File: src/rtl/rf_pkg.sv
// Shared types and defaults for the range frame sequencer: replay/fill FSM states
// and the default sample width / FIFO depth.
package rf_pkg;

    localparam int WIDTH_DEF = 8;
    localparam int DEPTH_DEF = 16;
    localparam int PTR_W     = $clog2(DEPTH_DEF);

    typedef enum logic [2:0] {IDLE, GO, RUN, FIN, GAP} replay_state_t;
    typedef enum logic {FILL, DROP} fill_state_t;

endpackage

File: src/rtl/range_frame_sequencer_if.sv
// Bundle of the sample stream, the range finder link, status pulses and FSM debug taps.
interface range_frame_sequencer_if
    import rf_pkg::*;
#(
    parameter int WIDTH = WIDTH_DEF,
    parameter int DEPTH = DEPTH_DEF
);
    // Stream handshake: a sample moves on a cycle where in_valid and in_ready are both 1.
    // in_valid/in_last/in_data must hold steady until that cycle; in_ready never depends on in_valid.
    logic             in_valid;
    logic             in_last;
    logic [WIDTH-1:0] in_data;
    logic             in_ready;

    logic [WIDTH-1:0] rf_data;
    logic             rf_go;
    logic             rf_finish;
    logic [WIDTH-1:0] rf_range;
    logic             rf_error;

    logic [WIDTH-1:0] range_out;
    logic             range_valid;
    logic             frame_err;
    logic             busy;

    replay_state_t          dbg_replay_state;
    fill_state_t            dbg_fill_state;
    logic [$clog2(DEPTH):0] dbg_count;

    modport master (
        output in_valid, in_last, in_data, rf_range, rf_error,
        input  in_ready, rf_data, rf_go, rf_finish, range_out, range_valid, frame_err, busy,
        input  dbg_replay_state, dbg_fill_state, dbg_count
    );

    modport slave (
        input  in_valid, in_last, in_data, rf_range, rf_error,
        output in_ready, rf_data, rf_go, rf_finish, range_out, range_valid, frame_err, busy,
        output dbg_replay_state, dbg_fill_state, dbg_count
    );

endinterface

File: src/rtl/range_frame_sequencer_fifo.sv
// Synchronous FIFO with a one-ahead peek of the last flag and a write-pointer rewind
// used to discard an oversized partial frame.
module sync_fifo #(
    parameter int W     = 9,
    parameter int DEPTH = 16
) (
    input  logic                   clock,
    input  logic                   reset_n,
    input  logic                   push,
    input  logic [W-1:0]           push_data,
    input  logic                   pop,
    input  logic                   rewind,
    input  logic [$clog2(DEPTH):0] rewind_ptr,
    output logic [W-1:0]           head,
    output logic                   peek_last,
    output logic                   full,
    output logic [$clog2(DEPTH):0] count,
    output logic [$clog2(DEPTH):0] wr_ptr
);
    localparam int AW = $clog2(DEPTH);

    logic [W-1:0]  mem [DEPTH];
    logic [AW:0]   wr;
    logic [AW:0]   rd;
    logic [AW:0]   rd_next;
    logic          empty;
    logic          do_pop;
    logic          do_push;

    assign empty   = (wr == rd);
    assign full    = (wr[AW] != rd[AW]) && (wr[AW-1:0] == rd[AW-1:0]);
    assign count   = wr - rd;
    assign wr_ptr  = wr;
    assign rd_next = rd + 1'b1;

    // A pop in the same cycle frees the slot a push into a full FIFO needs.
    assign do_pop  = pop & ~empty;
    assign do_push = push & (~full | do_pop) & ~rewind;

    assign head      = mem[rd[AW-1:0]];
    assign peek_last = mem[rd_next[AW-1:0]][W-1];

    always_ff @(posedge clock or negedge reset_n) begin
        if (!reset_n) begin
            wr <= '0;
            rd <= '0;
        end else begin
            if (rewind) begin
                wr <= rewind_ptr;
            end else if (do_push) begin
                wr <= wr + 1'b1;
            end
            if (do_pop) begin
                rd <= rd_next;
            end
        end
    end

    always_ff @(posedge clock) begin
        if (do_push) begin
            mem[wr[AW-1:0]] <= push_data;
        end
    end

endmodule

File: src/rtl/range_frame_sequencer.sv
// Buffers whole sample frames and replays each one gap-free to the range finder,
// capturing the range it reports in the finish cycle.
module range_frame_sequencer
    import rf_pkg::*;
#(
    parameter int WIDTH = WIDTH_DEF,
    parameter int DEPTH = DEPTH_DEF
) (
    input logic                    clock,
    input logic                    reset_n,
    range_frame_sequencer_if.slave bus
);
    localparam int          AW       = $clog2(DEPTH);
    localparam logic [AW:0] OPEN_MAX = (AW+1)'(DEPTH - 1);

    fill_state_t   fill_state, fill_next;
    replay_state_t rs, rs_next;
    logic          flushing, flushing_next;
    logic [AW:0]   open_cnt, open_cnt_next;
    logic [AW:0]   frame_start;
    logic [AW:0]   pending;
    logic          alive;

    logic [WIDTH:0] head;
    logic           peek_last;
    logic           full;
    logic [AW:0]    count;
    logic [AW:0]    wr_ptr;
    logic           push, pop, rewind;

    logic             ready;
    logic             inc_pend, dec_pend, cap_range;
    logic             fill_err, replay_err;
    logic             go, finish;
    logic [WIDTH-1:0] data;
    logic [WIDTH-1:0] range_q;
    logic             range_valid_q, frame_err_q;

    sync_fifo #(.W(WIDTH + 1), .DEPTH(DEPTH)) u_fifo (
        .clock      (clock),
        .reset_n    (reset_n),
        .push       (push),
        .push_data  ({bus.in_last, bus.in_data}),
        .pop        (pop),
        .rewind     (rewind),
        .rewind_ptr (frame_start),
        .head       (head),
        .peek_last  (peek_last),
        .full       (full),
        .count      (count),
        .wr_ptr     (wr_ptr)
    );

    // Input side: store frames, reject single-sample frames, drop frames longer than DEPTH.
    always_comb begin
        fill_next     = fill_state;
        open_cnt_next = open_cnt;
        push          = 1'b0;
        rewind        = 1'b0;
        inc_pend      = 1'b0;
        fill_err      = 1'b0;
        ready         = 1'b0;
        case (fill_state)
            FILL: begin
                ready = alive & ~full;
                if (bus.in_valid && ready) begin
                    if (bus.in_last) begin
                        if (open_cnt == '0) begin
                            fill_err = 1'b1;
                        end else begin
                            push          = 1'b1;
                            inc_pend      = 1'b1;
                            open_cnt_next = '0;
                        end
                    end else if (open_cnt == OPEN_MAX) begin
                        rewind        = 1'b1;
                        open_cnt_next = '0;
                        fill_next     = DROP;
                    end else begin
                        push          = 1'b1;
                        open_cnt_next = open_cnt + 1'b1;
                    end
                end
            end
            DROP: begin
                ready = alive;
                if (bus.in_valid && bus.in_last) begin
                    fill_err  = 1'b1;
                    fill_next = FILL;
                end
            end
            default: fill_next = FILL;
        endcase
    end

    // Replay side: one pop per cycle from GO through FIN so the range finder never sees a bubble.
    always_comb begin
        rs_next       = rs;
        flushing_next = flushing;
        pop           = 1'b0;
        go            = 1'b0;
        finish        = 1'b0;
        data          = '0;
        dec_pend      = 1'b0;
        cap_range     = 1'b0;
        replay_err    = 1'b0;
        case (rs)
            IDLE: begin
                if (pending != '0) rs_next = GO;
            end
            GO, RUN: begin
                pop  = 1'b1;
                go   = 1'b1;
                data = head[WIDTH-1:0];
                if (bus.rf_error) begin
                    rs_next       = GAP;
                    flushing_next = 1'b1;
                end else if (peek_last) begin
                    rs_next = FIN;
                end else begin
                    rs_next = RUN;
                end
            end
            FIN: begin
                pop      = 1'b1;
                finish   = 1'b1;
                data     = head[WIDTH-1:0];
                dec_pend = 1'b1;
                rs_next  = GAP;
                if (bus.rf_error) replay_err = 1'b1;
                else              cap_range  = 1'b1;
            end
            GAP: begin
                if (flushing) begin
                    pop = 1'b1;
                    if (head[WIDTH]) begin
                        flushing_next = 1'b0;
                        dec_pend      = 1'b1;
                        replay_err    = 1'b1;
                        rs_next       = IDLE;
                    end
                end else if (pending != '0) begin
                    rs_next = GO;
                end else begin
                    rs_next = IDLE;
                end
            end
            default: rs_next = IDLE;
        endcase
    end

    always_ff @(posedge clock or negedge reset_n) begin
        if (!reset_n) begin
            fill_state    <= FILL;
            rs            <= IDLE;
            flushing      <= 1'b0;
            open_cnt      <= '0;
            frame_start   <= '0;
            pending       <= '0;
            alive         <= 1'b0;
            range_q       <= '0;
            range_valid_q <= 1'b0;
            frame_err_q   <= 1'b0;
        end else begin
            fill_state    <= fill_next;
            rs            <= rs_next;
            flushing      <= flushing_next;
            open_cnt      <= open_cnt_next;
            alive         <= 1'b1;
            range_valid_q <= cap_range;
            frame_err_q   <= fill_err | replay_err;
            if (push && bus.in_last) begin
                frame_start <= wr_ptr + 1'b1;
            end
            if (inc_pend && !dec_pend) begin
                pending <= pending + 1'b1;
            end else if (dec_pend && !inc_pend) begin
                pending <= pending - 1'b1;
            end
            if (cap_range) begin
                range_q <= bus.rf_range;
            end
        end
    end

    assign bus.in_ready         = ready;
    assign bus.rf_data          = data;
    assign bus.rf_go            = go;
    assign bus.rf_finish        = finish;
    assign bus.range_out        = range_q;
    assign bus.range_valid      = range_valid_q;
    assign bus.frame_err        = frame_err_q;
    assign bus.busy             = (rs != IDLE);
    assign bus.dbg_replay_state = rs;
    assign bus.dbg_fill_state   = fill_state;
    assign bus.dbg_count        = count;

endmodule

File: src/flat_wrapper.sv
// flat-port wrapper written by rule: the top's interface ports become plain ports
module range_frame_sequencer_flat import rf_pkg::*;
#(
    parameter int WIDTH = WIDTH_DEF,
    parameter int DEPTH = DEPTH_DEF
)
  (clock, reset_n, bus_in_valid, bus_in_last, bus_in_data, bus_rf_range, bus_rf_error, bus_in_ready, bus_rf_data, bus_rf_go, bus_rf_finish, bus_range_out, bus_range_valid, bus_frame_err, bus_busy, bus_dbg_replay_state, bus_dbg_fill_state, bus_dbg_count);
  range_frame_sequencer_if #(.WIDTH(WIDTH), .DEPTH(DEPTH)) bus_i ();
  input logic clock;
  input logic reset_n;
  input wire logic [$bits(bus_i.in_valid)-1:0] bus_in_valid;
  input wire logic [$bits(bus_i.in_last)-1:0] bus_in_last;
  input wire logic [$bits(bus_i.in_data)-1:0] bus_in_data;
  input wire logic [$bits(bus_i.rf_range)-1:0] bus_rf_range;
  input wire logic [$bits(bus_i.rf_error)-1:0] bus_rf_error;
  output wire logic [$bits(bus_i.in_ready)-1:0] bus_in_ready;
  output wire logic [$bits(bus_i.rf_data)-1:0] bus_rf_data;
  output wire logic [$bits(bus_i.rf_go)-1:0] bus_rf_go;
  output wire logic [$bits(bus_i.rf_finish)-1:0] bus_rf_finish;
  output wire logic [$bits(bus_i.range_out)-1:0] bus_range_out;
  output wire logic [$bits(bus_i.range_valid)-1:0] bus_range_valid;
  output wire logic [$bits(bus_i.frame_err)-1:0] bus_frame_err;
  output wire logic [$bits(bus_i.busy)-1:0] bus_busy;
  output wire logic [$bits(bus_i.dbg_replay_state)-1:0] bus_dbg_replay_state;
  output wire logic [$bits(bus_i.dbg_fill_state)-1:0] bus_dbg_fill_state;
  output wire logic [$bits(bus_i.dbg_count)-1:0] bus_dbg_count;
  assign bus_i.in_valid = bus_in_valid;
  assign bus_i.in_last = bus_in_last;
  assign bus_i.in_data = bus_in_data;
  assign bus_i.rf_range = bus_rf_range;
  assign bus_i.rf_error = bus_rf_error;
  assign bus_in_ready = bus_i.in_ready;
  assign bus_rf_data = bus_i.rf_data;
  assign bus_rf_go = bus_i.rf_go;
  assign bus_rf_finish = bus_i.rf_finish;
  assign bus_range_out = bus_i.range_out;
  assign bus_range_valid = bus_i.range_valid;
  assign bus_frame_err = bus_i.frame_err;
  assign bus_busy = bus_i.busy;
  assign bus_dbg_replay_state = bus_i.dbg_replay_state;
  assign bus_dbg_fill_state = bus_i.dbg_fill_state;
  assign bus_dbg_count = bus_i.dbg_count;
  range_frame_sequencer #(.WIDTH(WIDTH), .DEPTH(DEPTH)) u_core (.clock(clock), .reset_n(reset_n), .bus(bus_i));
endmodule
File: config.mk
export PLATFORM = sky130hd
export DESIGN_NAME = range_frame_sequencer_flat
export DESIGN_NICKNAME = d
export VERILOG_FILES = /design/src/rtl/rf_pkg.sv /design/src/rtl/range_frame_sequencer_if.sv /design/src/rtl/range_frame_sequencer_fifo.sv /design/src/rtl/range_frame_sequencer.sv /design/src/flat_wrapper.sv
export SDC_FILE = /design/constraint.sdc
export NUM_CORES = 1
export LEC_CHECK = 0
export BUFFER_PORTS_ARGS = -buffer_cell sky130_fd_sc_hd__buf_4
export CORE_MARGIN = 2
export CORE_UTILIZATION = 45
export DETAILED_ROUTE_END_ITERATION = 10
export GPL_TIMING_DRIVEN = 0
export SLEW_MARGIN = 10
export SYNTH_ARGS = -nofsm -noshare
export SYNTH_HDL_FRONTEND = slang
export SYNTH_HIERARCHICAL = 1
export SYNTH_SLANG_ARGS = --single-unit
File: constraint.sdc
create_clock -name clock -period 5.94 [get_ports clock]
set_clock_uncertainty 0.1 [all_clocks]
set_input_delay 0.891 -clock clock [delete_from_list [all_inputs] [get_ports clock]]
set_output_delay 0.891 -clock clock [all_outputs]
set_load 0.01 [all_outputs]
## Word level (Yosys, flattened, before mapping)

Memories as Yosys holds them, arrays and structs flattened.
Index checks and enable logic that the tools add are counted.

- Flip-flop bits (word level): 41
- Bits in latches: 0
- Bits in writable memories: 144
- ROM bits: 0
- Output and inout bits: 31
- Word-level logic and storage cells: 113
- Memories kept: 1

- Add/sub/neg operators: 6
- $mul: 0
- Div/mod/pow operators: 0
- Order comparisons: 0
- Equal/unequal tests: 12
- Shift operators: 0
- Muxes and demuxes: 52
- Bitwise logic cells: 10
- Reduce and logical (&&, ||, !) cells: 20

Memory list:

| memory | words | bits a word | rd ports | clocked after Yosys merged registers in | wr ports | RTL line | text |
|---|---|---|---|---|---|---|---|
| u_core.u_fifo.mem | 16 | 9 | 2 | 0 | 1 | range_frame_sequencer_fifo.sv:22 | `logic [W-1:0] mem [DEPTH];` |

Operators with widths:

| kind | number |
|---|---|
| $mux W5 | 7 |
| $mux W1 | 32 |
| $add A5 B1 Y5 const B | 4 |
| $pmux W1 S2 | 7 |
| $mux W3 | 4 |
| $pmux W3 S4 | 1 |
| $mux W8 | 1 |
| $eq A3 B2 Y1 const B | 2 |
| $logic_and A1 B1 Y1 | 6 |
| $reduce_bool A2 Y1 | 3 |
| $eq A5 B4 Y1 const B | 1 |
| $eq A5 B5 Y1 | 1 |
| $logic_not A5 Y1 | 1 |
| $reduce_bool A5 Y1 | 1 |
| $sub A5 B1 Y5 const B | 1 |
| $sub A5 B5 Y5 | 1 |
| $and A1 B1 Y1 | 4 |
| $eq A4 B4 Y1 | 1 |
| $ne A2 B2 Y1 const B | 2 |
| $not A1 Y1 | 4 |
| $reduce_and A2 Y1 | 2 |
| $eq A3 B1 Y1 const B | 1 |
| $eq A3 B3 Y1 const B | 1 |
| $logic_not A3 Y1 | 1 |
| 9 further kinds | 11 |

## Logic depth before layout (Yosys ltp)

Gate-level depths: netlist (run 1).

- Word-level depth: 11
- Gate-level depth with buffers: 16

## By module

Netlist (run 1), hierarchy kept.

Modules (own cells, without submodules):

| module | instances | cells each | area an instance (sq um) | seq. area each (sq um) |
|---|---|---|---|---|
| sync_fifo | 1 | 330 | 6501.2 | 4574.4 |
| range_frame_sequencer | 1 | 158 | 1635.3 | 775.7 |

## Worst setup path before layout (run 1)

No wires, ideal clock.

- Path kind: flip-flop to flip-flop
- From: register u_core.u_fifo.rd[1]
- To: memory u_core.u_fifo.mem[0][0], enable pin
- Arrival: 3.267 ns
- Setup slack: 2.187 ns
- Cell stages (with the launch flop): 14
- Path through: dfrtp_1 -> buf_4 -> buf_6 -> inv_1 -> ha_1 -> nand4_1 -> nor2_1 -> and4bb_2 -> o21ai_2 -> a21oi_1 -> inv_1 -> a311oi_1 -> nand2_1 -> nor3_1

- Cells in the longest elaborated chain, start to end: 11
- Elaborated cells on any way between the ends: 18

Ends and longest elaborated chain:

| element | RTL line | text |
|---|---|---|
| start: declaration | range_frame_sequencer_fifo.sv:24 | `logic [AW:0] rd;` |
| start signal: assignment | range_frame_sequencer_fifo.sv:54 | `rd <= rd_next;` |
| $eq A4 B4 Y1 | range_frame_sequencer_fifo.sv:31 | `assign full = (wr[AW] != rd[AW]) && (wr[AW-1:0] == rd[AW-1:0]);` |
| $logic_and A1 B1 Y1 | range_frame_sequencer_fifo.sv:31 |  |
| via u_core.full | range_frame_sequencer.sv:26 | `logic full;` |
| $not A1 Y1 | range_frame_sequencer.sv:65 | `ready = alive & ~full;` |
| $and A1 B1 Y1 | range_frame_sequencer.sv:65 |  |
| $logic_and A1 B1 Y1 | range_frame_sequencer.sv:66 | `if (bus.in_valid && ready) begin` |
| $mux W1 | range_frame_sequencer.sv:66 |  |
| $mux W1 | range_frame_sequencer.sv:63 | `case (fill_state)` |
| via u_core.push | range_frame_sequencer.sv:29 | `logic push, pop, rewind;` |
| $and A1 B1 Y1 (2 in series) | range_frame_sequencer_fifo.sv:38 | `assign do_push = push & (~full \| do_pop) & ~rewind;` |
| $mux W1 | range_frame_sequencer_fifo.sv:60 | `if (do_push) begin` |
| $mux W1 (not written as such) | range_frame_sequencer_fifo.sv:61 | `mem[wr[AW-1:0]] <= push_data;` |
| end: declaration | range_frame_sequencer_fifo.sv:22 |  |

The timed path passes the listed nets, and every way through them passes these cells.

## Final worst setup path (run 1)

- From: register u_core.u_fifo.rd[1]
- To: memory u_core.u_fifo.mem[11][1], enable pin

Same word-level chain as after synthesis.

==> run metrics, run 1 <==
Achievable Freq 0.2136 GHz; warning count from the yosys run 6; cells along the critical path buf_4, buf_6, inv_1, ha_1, nand4_1, nor2_1, and4bb_2, o21ai_2, a21oi_1, inv_1, a311oi_1, nand2_1, nor2_1; source of the worst register-to-register timing path u_core/u_fifo/rd[1]; dominant delay contributor by cell family on the critical path simple AND/OR/NAND/NOR gates; vias per cell 5.676; capture point of the worst reg-to-reg path u_core/u_fifo/mem[11][1]; critical-path cell with the highest stage delay sky130_fd_sc_hd__nor2_1; # resized after CTS 0; DRC errors left 0; Max-slew headroom 0.2535; final instance area 0.009382 mm2; global-route wire length before repair approximately 26000 um; Worst Path Buf+Inv 4; DP Wirelength between 10000 and 15000 um; final antenna diode count 0; buffers added on ports between 50 and 60; Req. time, crit path around 5.9 ns; Min-Delay Path Class in2async; startpoint kind of the worst setup timing path flop; MaxCap Viol Count 0; Routed WL per cell about 20 um; number of distinct library cell variants in the gate-level netlist after synthesis 54; min cycle time layout 4.681 ns; slew at the pin closest to its max-slew limit 1.116 ns; initial antenna violation count 0; global router's overall resource usage 0.1807; number of antenna-violating nets in the routed design 0; Clock transition at path regs 0.07 ns; standard cell area after detailed placement 0.008841 mm2; Worst Slack Setup Final 1.259 ns; Mapped Area 0.008137 mm2; P&R area growth vs syn 15.30%; type of the worst setup path reg2reg; Period Utilization, post-route 0.7881; run status complete, no violations; worst reg-to-reg path cell count 13; post-synthesis area per instance 16.67 um2; overall die height 138.5 um; fraction of registers with async set/reset 0.2216; number of storage elements in the synthesis netlist 185; sinks on the clock net 185; Final TNS setup 0 ns; Worst EP arrival roughly 4.6 ns; gp weighted congestion 0.7644; sequential-to-total area share from yosys stat 0.6575; Post-CTS Hold Buffers 0; post-synth net total 528; total gr overflow 0; H-Tree Depth 4; FF-to-FF setup slack 1.26 ns; delay of the slowest cell on the worst path 0.91 ns; clock latency at the later pin of the worst-skew pair 0.43 ns; clk buf depth 2; area share of the largest cell type after synthesis 0.5314; largest cells by area after synthesis sky130_fd_sc_hd__edfxtp_1 53%, sky130_fd_sc_hd__dfrtp_1 13%, sky130_fd_sc_hd__mux4_1 8.1%, sky130_fd_sc_hd__mux4_2 4.4%, sky130_fd_sc_hd__ha_1 2.6%; setup repair after global routing missed its margin no; via count of the first global-routing pass 4663; Die Area between 0.015 and 0.02 mm2; Final setup viols 0; maximum number of pins on one net before global-route repair 42; master cell of the clock root buffer sky130_fd_sc_hd__clkbuf_16; Inserted Clock Buffers 17; number of primary I/O pins 52; leakage dissipation 3.457 nW; post-place setup slack 1.305 ns; CTS tree yes; total power divided by cell area roughly 500 mW/mm2; number of enable-type register cells in the synthesized netlist 144; First-pass DRT Iterations 4; largest fanout on the critical path 10; top_reg_cell synth sky130_fd_sc_hd__edfxtp_1; placeable core region 0.01784 mm2; post-CTS setup buffer count 0; endpoint type of the worst setup path flop; die extent in x 138.5 um; Routed WL 16490 um; Initial Util 0.4561; count of standard-cell rows 49; largest vdd supply drop 0.3081 mV; Initial DRC Count roughly 250; number of vias in the routed layout roughly 4.6k; Cells after Synth 488; most area-hungry cell type in the Yosys netlist sky130_fd_sc_hd__edfxtp_1; total count of hold-check failures in the final report 0; fin nets 600; Final Slew Violations 0; fraction of layout cells with a size suffix above 1 0.2321
==> placed cells by master, fill, tap and decap left out, drive strengths merged, types with 2 or more instances in the layout <==
master,count
ha,17
clkinv,3
nand4,3
and2,8
nor2,24
a31oi,4
clkbuf,26
o21ai,17
buf,65
nand2,37
a22oi,18
mux2,12
a21oi,12
a22o,2
nor3,9
xnor2,16
dfrtp,41
xor2,7
a21o,2
nand3,9
mux4,41
nand2b,3
clkinvlp,2
fa,2
inv,28
o21a,2
o22ai,2
edfxtp,144
==> cell type report <==
cell class	count	area (um2)
Clock buffer	20	436.7
Multi-Input combinational cell	264	2585
Sequential cell	185	5350
Inverter	21	78.83
Buffer	18	142.6
Timing Repair Buffer	53	397.9
Clock inverter	12	103.9
Tap cell	229	286.5
Fill cell	1443	8459
==> how the worst max path moves through the flow <==
stage / from / endpoint / slack (ns) / cells after the start
floorplan: u_core/u_fifo/rd[1] / u_core/u_fifo/mem[0][0] / 2.19 / 13
global placement: u_core/u_fifo/rd[1] / u_core/u_fifo/mem[0][7] / 1.06 / 13
detailed placement: u_core/u_fifo/rd[1] / u_core/u_fifo/mem[11][5] / 1.30 / 13
CTS: u_core/u_fifo/rd[1] / u_core/u_fifo/mem[11][1] / 1.28 / 13
global route: u_core/u_fifo/rd[1] / u_core/u_fifo/mem[11][0] / 0.78 / 13
finish: u_core/u_fifo/rd[1] / u_core/u_fifo/mem[11][1] / 1.26 / 13
==> synthesized netlist by cell type (7+ instances only) <==
cell and n:
sky130_fd_sc_hd__edfxtp_1 144, sky130_fd_sc_hd__dfrtp_1 41, sky130_fd_sc_hd__nand2_1 37, sky130_fd_sc_hd__mux4_1 25
sky130_fd_sc_hd__nor2_1 24, sky130_fd_sc_hd__inv_1 21, sky130_fd_sc_hd__a22oi_1 18, sky130_fd_sc_hd__ha_1 17
sky130_fd_sc_hd__mux4_2 16, sky130_fd_sc_hd__o21ai_0 16, sky130_fd_sc_hd__xnor2_1 15, sky130_fd_sc_hd__a21oi_1 12
sky130_fd_sc_hd__mux2_2 11, sky130_fd_sc_hd__and2_1 8, sky130_fd_sc_hd__nand3_1 8, sky130_fd_sc_hd__nor3_1 8
sky130_fd_sc_hd__xor2_1 7
==> flip-flops by register name, summed over array words and instances, names as in the netlist <==
register                     count
u_core/bus.range_valid           1
u_core/u_fifo/wr_ptr             5
u_core/bus.dbg_replay_state      3
u_core/u_fifo/rd                 5
u_core/bus.frame_err             1
u_core/open_cnt                  5
u_core/flushing                  1
u_core/alive                     1
u_core/u_fifo/mem              144
u_core/bus.dbg_fill_state        1
u_core/pending                   5
u_core/bus.range_out             8
u_core/frame_start               5
==> per-layer routing <==
layer | GRT usage | wire length, um
met1 | 0.2286 | 7078
met4 | 0.06767 | 297
met3 | 0.04260 | 752
met5 | 0 | 0
met2 | 0.3054 | 8364
==> per-stage QoR <==
stage	total power, mW	utilization	hold slack [ns]	std cells
floorplan	2.938	-	0.3472	488
global placement	3.540	0.4936	0.3644	768
detailed placement	3.596	0.4955	0.3728	770
CTS	4.652	0.5258	0.3408	802
global route	4.870	0.5258	0.3628	802
finish	4.599	0.5258	0.3374	802
==> kinds of logic after synthesis <==
family / after synthesis / share of synthesized area
simple gates: 102 / 0.06259
compound gates: 66 / 0.05336
other cells: 1 / 0.0004609
xor+xnor: 23 / 0.02568
mux: 53 / 0.1421
flops: 185 / 0.6575
fa+ha+maj: 19 / 0.03106
buf+inv: 39 / 0.02722
==> report_power, final <==
part,leakage [nW],total (mW),switching [mW],internal [mW]
Clock,0.261,1.05,0.500,0.549
Sequential,1.80,1.70,0.128,1.57
Combinational,1.39,1.85,0.972,0.879
Note: power is estimated with default switching activity, not from simulation.
==> inputs of run 2 (changes only) <==
==> constraint.sdc (replaced) <==
create_clock -name clock -period 3.9 [get_ports clock]
set_clock_uncertainty 0.1 [all_clocks]
set_input_delay 0.585 -clock clock [delete_from_list [all_inputs] [get_ports clock]]
set_output_delay 0.585 -clock clock [all_outputs]
set_load 0.01 [all_outputs]
==> run 2 against run 1 <==
  * Wire length up 2.1%
  * Final cell count rose by 1.4%
  * Power increased by 55%
  * Critical path depth increased by 2
  * Global-route usage grew 0.38 points
  * Combinational power grew 58%
  * Die area unchanged
  * Register-to-register slack worse by 1.0 ns
  * Clock-buffer cell count did not move
  * Fmax up 28%
  * Sequential power rose by 52%
  * Critical endpoint is now u_core/u_fifo/mem[2][0]
  * Largest cell class unchanged
  * Largest power group unchanged
  * Highest routed layer unchanged
==> run metrics, run 2 (same netlist as run 1, synthesis figures left out) <==
Routed WL 16840 um (+2.1%); CTS tree yes; maximum number of pins on one net before global-route repair 42 (unchanged); leading cell type in the layout, fill and taps excluded sky130_fd_sc_hd__edfxtp_1; Tot Pwr 7.122 mW (+55%); FILL cells 1410 (-2.3%); Final setup viols 0 (unchanged); Achievable Freq 0.2735 GHz (+28%); H-Tree Depth 4 (unchanged); largest fanout on the critical path 10 (unchanged); placeable core region 0.01784 mm2 (unchanged); run status complete, no violations; leakage dissipation 3.540 nW (+2.4%); Initial Util 0.4561 (unchanged); internal power 4.606 mW (+54%); DRC errors left 0 (unchanged); clock network fraction of total power 0.224 (-0.004); fin nets 611 (+1.8%); sequential fraction of design power 0.364 (-0.006); total gr overflow 0 (unchanged); Worst EP arrival 3.71 ns (-0.92 ns); Max-slew headroom 0.4158 (+0.1623); startpoint kind of the worst setup timing path flop; register cell area after layout 0.005351 mm2 (about the same); number of vias in the routed layout 4560 (+0.18%); critical-path cell with the highest stage delay sky130_fd_sc_hd__dfrtp_2; count of standard-cell rows 49 (unchanged); MaxCap Viol Count 0 (unchanged); vias per cell 5.609 (-1.2%); Initial DRC Count 308 (+22%); cells along the critical path buf_6, buf_6, inv_1, ha_1, nand4_1, nor2_2, and4bb_2, o21ai_2, a21oi_2, inv_1, a311oi_4, buf_4, nand2_2, nor3_4, buf_12; master cell of the clock root buffer sky130_fd_sc_hd__clkbuf_16; slew at the pin closest to its max-slew limit 0.8731 ns (-0.2426 ns); number of primary I/O pins 52 (unchanged); type of the worst setup path reg2reg; total power divided by cell area 736.3 mW/mm2 (+50%); min cycle time layout 3.656 ns (-1.025 ns); Routed WL per cell 20.72 um (+0.75%); die extent in x 138.5 um (unchanged); total count of hold-check failures in the final report 0 (unchanged); P&R area growth vs syn 18.88%; number of flip-flops under the largest register name 144 (unchanged); clock latency at the later pin of the worst-skew pair 0.44 ns (about the same); global router's overall resource usage 0.1845 (+0.003777); leading cell types in the layout, fill and taps excluded 144 x sky130_fd_sc_hd__edfxtp_1, 60 x sky130_fd_sc_hd__buf_4, 40 x sky130_fd_sc_hd__dfrtp_1; multi-input combinational cell area 0.002726 mm2 (+5.5%); Min-Delay Path Class in2async; Final TNS setup 0 ns (unchanged); Clock transition at path regs 0.07 ns (about the same); Post-CTS Hold Buffers 0 (unchanged); Inserted Clock Buffers 17 (unchanged); Period Utilization, post-route 0.9374 (+0.1493); clk buf depth 2 (unchanged); initial antenna violation count 0 (unchanged); Final Slew Violations 0 (unchanged); number of antenna-violating nets in the routed design 0 (unchanged); final antenna diode count 0 (unchanged); buffers added on ports 51 (unchanged); delay of the slowest cell on the worst path 0.41 ns (-0.50 ns); switching fraction of total power 0.3533 (+0.005436); via count of the first global-routing pass 4726 (+1.4%); endpoint type of the worst setup path flop; DP Wirelength 11170 um (unchanged); largest vdd supply drop 0.4617 mV (+50%); gp weighted congestion 0.7644 (unchanged); setup repair after global routing missed its margin no; Die Area 0.01917 mm2 (unchanged); sinks on the clock net 185 (unchanged); global-route wire length before repair 26500 um (+2.0%); Req. time, crit path 3.95 ns (-1.94 ns); First-pass DRT Iterations 4 (unchanged); overall die height 138.5 um (unchanged); proportion of power drawn by combinational gates 0.412 (+0.010); fraction of layout cells with a size suffix above 1 0.2825 (+0.05042); net switching component of the power 2.516 mW (+57%)
==> run 2: cell types whose count changed in the layout (fill, tap and decap cells not counted), sizes merged <==
| cell | delta |
|---|---|
| buf | +11 |
==> run 2: worst paths after layout <==
kind	to	startpoint	cells after the start	slack, ns
worst min register to register	u_core/pending[4]	u_core/pending[4]	1	0.38
worst min-delay path	u_core/open_cnt[0]	reset_n	1	0.03
max in group asynchronous	u_core/u_fifo/rd[1]	reset_n	1	3.28
worst max-delay path	u_core/u_fifo/mem[2][0]	u_core/u_fifo/rd[1]	15	0.24
worst max register to register	u_core/u_fifo/mem[2][0]	u_core/u_fifo/rd[1]	15	0.24
min in group clock	u_core/bus.range_out[2]	bus_rf_range[2]	2	0.28
==> run 2: through the flow <==
step           setup WS, ns  std cells  hold WS, ns  area [um2]    util
2_1_floorplan        0.1466        488       0.1894        8137       -
3_3_place_gp        -0.9768        768       0.3644        8806  0.4936
3_5_place_dp        -0.7352        770       0.3728        8841  0.4955
4_1_cts             0.04670        812      0.03480        9653  0.5411
5_1_grt             0.01758        813      0.05686        9673  0.5422
6_report             0.2441        813      0.02609        9673  0.5422
==> run 2: routing by layer <==
layer	routed length [um]	GRT usage	vias to the layer above
li1	-	-	2083
met4	368	0.07197	0
met2	8611	0.3108	124
met5	0	0	-
met3	990	0.04538	27
met1	6873	0.2317	2326
==> run 2: worst max-delay path: cells and delay by family, from the launching register on <==
| kind | cells | cell delay, ns |
|---|---|---|
| adders and majority gates | 1 | 0.31 |
| AOI/OAI and AO/OA | 3 | 0.54 |
| buffers and inverters | 6 | 0.93 |
| DFF | 1 | 0.41 |
| and+or+nand+nor | 5 | 1.05 |
==> run 2: power by group through the flow <==
stage / Clock [mW] / Sequential [mW] / Combinational (mW)
final: 1.60 / 2.59 / 2.93
after global routing: 1.71 / 2.63 / 3.20
after CTS: 1.64 / 2.59 / 2.96
after detailed placement: 0 / 2.63 / 2.85
after global placement: 0 / 2.62 / 2.77
after floorplan: 0 / 2.61 / 1.86
==> run 2: area by class of cell <==
class	instances	area share
sequential	185	0.5532
buffer	18	0.01513
timing repair buffer	64	0.05614
clock buffer	20	0.04514
multi-input combinational	264	0.2819
clock inverter	12	0.01074
tap	229	0.02962
inverter	21	0.008149
==> run 2: what timing repair did <==
action                     in CTS  in global routing
setup buffers                  10                  1
resized for setup              33                  4
pin swaps                       9                  1
setup endpoints to repair     144                146
==> inputs of run 3 (changes only) <==
--- a/config.mk
+++ b/config.mk
@@ -5,10 +5,11 @@
 export SDC_FILE = /design/constraint.sdc
 export NUM_CORES = 1
 export LEC_CHECK = 0
-export BUFFER_PORTS_ARGS = -buffer_cell sky130_fd_sc_hd__buf_4
+export ABC_CLOCK_PERIOD_IN_PS = 3900
 export CORE_MARGIN = 2
 export CORE_UTILIZATION = 45
 export DETAILED_ROUTE_END_ITERATION = 10
+export DONT_BUFFER_PORTS = 1
 export GPL_TIMING_DRIVEN = 0
 export SLEW_MARGIN = 10
 export SYNTH_ARGS = -nofsm -noshare
==> run 3 against run 2 <==
  * Final cell count decreased by 6.3%
  * Critical path depth did not move
  * Power shrank 3.6%
  * Combinational power fell by 13%
  * Fmax down 0.25%
  * Cell area down 3.1%
  * Flip-flop and latch count is the same
  * Sequential share of layout area increased by 1.7 points
  * Clock-buffer cell count unchanged
  * Die area is the same
  * Register-to-register slack about the same
  * Clock power is 6% higher
  * Largest cell class unchanged
  * Highest routed layer unchanged
==> run metrics, run 3 (same netlist as run 1, synthesis figures left out) <==
Final TNS setup 0 ns (unchanged); global-route wire length before repair 25560 um (-3.5%); DP Wirelength 10750 um (-3.7%); number of vias in the routed layout 4361 (-4.4%); startpoint kind of the worst setup timing path flop; P&R area growth vs syn 15.24%; fin nets 560 (-8.3%); leading cell type in the layout, fill and taps excluded sky130_fd_sc_hd__edfxtp_1; leakage dissipation 3.328 nW (-6.0%); final antenna diode count 0 (unchanged); worst hold slack across all endpoints 0.1460 ns (+0.1200 ns); setup repair after global routing missed its margin no; total power divided by cell area 732.5 mW/mm2 (-0.51%); filler-free cell count of the finished design 762 (-6.3%); overall die height 138.5 um (unchanged); endpoint type of the worst setup path flop; Initial DRC Count 272 (-12%); initial antenna violation count 0 (unchanged); number of flip-flops under the largest register name 144 (unchanged); Min-Delay Path Class in2reg; CTS tree yes; maximum number of pins on one net before global-route repair 42 (unchanged); fraction of layout cells with a size suffix above 1 0.2101 (-0.07240); dominant delay contributor by cell family on the critical path simple AND/OR/NAND/NOR gates; H-Tree Depth 4 (unchanged); min cycle time layout 3.665 ns (+0.009126 ns); final instance area 0.009376 mm2 (-3.1%); die extent in x 138.5 um (unchanged); First-pass DRT Iterations 5 (+1); gp weighted congestion 0.8257 (+8.0%); clk buf depth 2 (unchanged); delay of the slowest cell on the worst path 0.42 ns (about the same); largest fanout on the critical path 10 (unchanged); count of standard-cell rows 49 (unchanged); clock latency at the later pin of the worst-skew pair 0.42 ns (-0.02 ns); Worst EP arrival 3.71 ns (about the same); placeable core region 0.01784 mm2 (unchanged); largest vdd supply drop 0.4406 mV (-4.6%); leading cell types in the layout, fill and taps excluded 144 x sky130_fd_sc_hd__edfxtp_1, 40 x sky130_fd_sc_hd__dfrtp_1, 33 x sky130_fd_sc_hd__nand2_1; MaxCap Viol Count 0 (unchanged); master cell of the clock root buffer sky130_fd_sc_hd__clkbuf_16; run status complete, no violations; number of antenna-violating nets in the routed design 0 (unchanged); total count of hold-check failures in the final report 0 (unchanged); Period Utilization, post-route 0.9397 (+0.002340); standard cell area after detailed placement 0.008451 mm2 (-4.4%); vias per cell 5.723 (+2.0%); post-placement cell count 718 (-6.8%); Final Slew Violations 0 (unchanged); via count of the first global-routing pass 4474 (-5.3%); Achievable Freq 0.2729 GHz (-0.25%); Clock transition at path regs 0.07 ns (about the same); Die Area 0.01917 mm2 (unchanged); number of primary I/O pins 52 (unchanged); Req. time, crit path 3.94 ns (about the same); slew at the pin closest to its max-slew limit 0.8451 ns (-0.02795 ns); critical-path cell with the highest stage delay sky130_fd_sc_hd__dfrtp_2; DRC errors left 0 (unchanged); total gr overflow 0 (unchanged); Routed WL 16160 um (-4.1%); buffers added on ports 0 (-100%); Final setup viols 0 (unchanged); type of the worst setup path reg2reg; Inserted Clock Buffers 17 (unchanged); FILL cells 1423 (+0.92%); Routed WL per cell 21.21 um (+2.4%); Max-slew headroom 0.4345 (+0.01870); sinks on the clock net 185 (unchanged); cells along the critical path buf_6, buf_6, inv_1, ha_1, nand4_1, nor2_2, and4bb_2, o21ai_2, a21oi_2, inv_1, a311oi_4, buf_4, nand2_2, nor3_4, buf_12; global router's overall resource usage 0.1767 (-0.007720); Tot Pwr 6.868 mW (-3.6%); Worst Path Buf+Inv 6 (unchanged); Initial Util 0.4561 (unchanged)
[run 3: final timing paths]
path	from	endpoint	slack [ns]	depth (start not counted)
setup / recovery	u_core/u_fifo/rd[1]	u_core/u_fifo/mem[2][1]	0.23	15
hold / removal	bus_in_data[7]	u_core/u_fifo/mem[7][7]	0.15	0
setup reg to reg	u_core/u_fifo/rd[1]	u_core/u_fifo/mem[2][1]	0.23	15
hold reg to reg	u_core/frame_start[4]	u_core/frame_start[4]	0.39	2
max in group asynchronous	reset_n	u_core/u_fifo/rd[1]	2.96	2
min in group asynchronous	reset_n	u_core/open_cnt[1]	0.52	2
[run 3: what timing repair did]
item | CTS | global route
setup endpoints to repair | 144 | 145
endpoints found under the hold margin | 41 | 0
cloned | 0 | 0
hold buffers | 2 | 0
pin swaps | 9 | 1
gates resized for setup | 34 | 5
buffers inserted | 9 | 1
[run 3: final cells by class]
class	count	area [um2]	area share
clock inverters	12	138.9	0.01481
well taps	229	286.5	0.03056
clock buffers	20	436.7	0.04657
inverters	21	78.83	0.008407
flip-flops and latches	185	5351	0.5707
multi-input cells	264	2738	0.2920
plain buffers	18	146.4	0.01561
repair buffers	13	200.2	0.02135
[run 3: power breakdown]
part           total [mW]  internal [mW]  switching, mW
Sequential           2.63           2.39          0.236
Clock                1.70          0.957          0.743
Combinational        2.54           1.11           1.42
[run 3: per-stage QoR]
step / worst slack, ns / util
finish: 0.2350 / 0.5256
global route: 0.04440 / 0.5256
CTS: 0.05295 / 0.5242
detailed placement: -0.6932 / 0.4737
global placement: -0.9749 / 0.4721
floorplan: 0.1466 / -
[run 3: routing by layer]
metal	up-vias	routed length, um	GRT usage
li1	1974	-	-
met1	2258	6798	0.2286
met2	113	8302	0.2970
met3	16	867	0.04364
met4	0	191	0.05532
met5	-	0	0
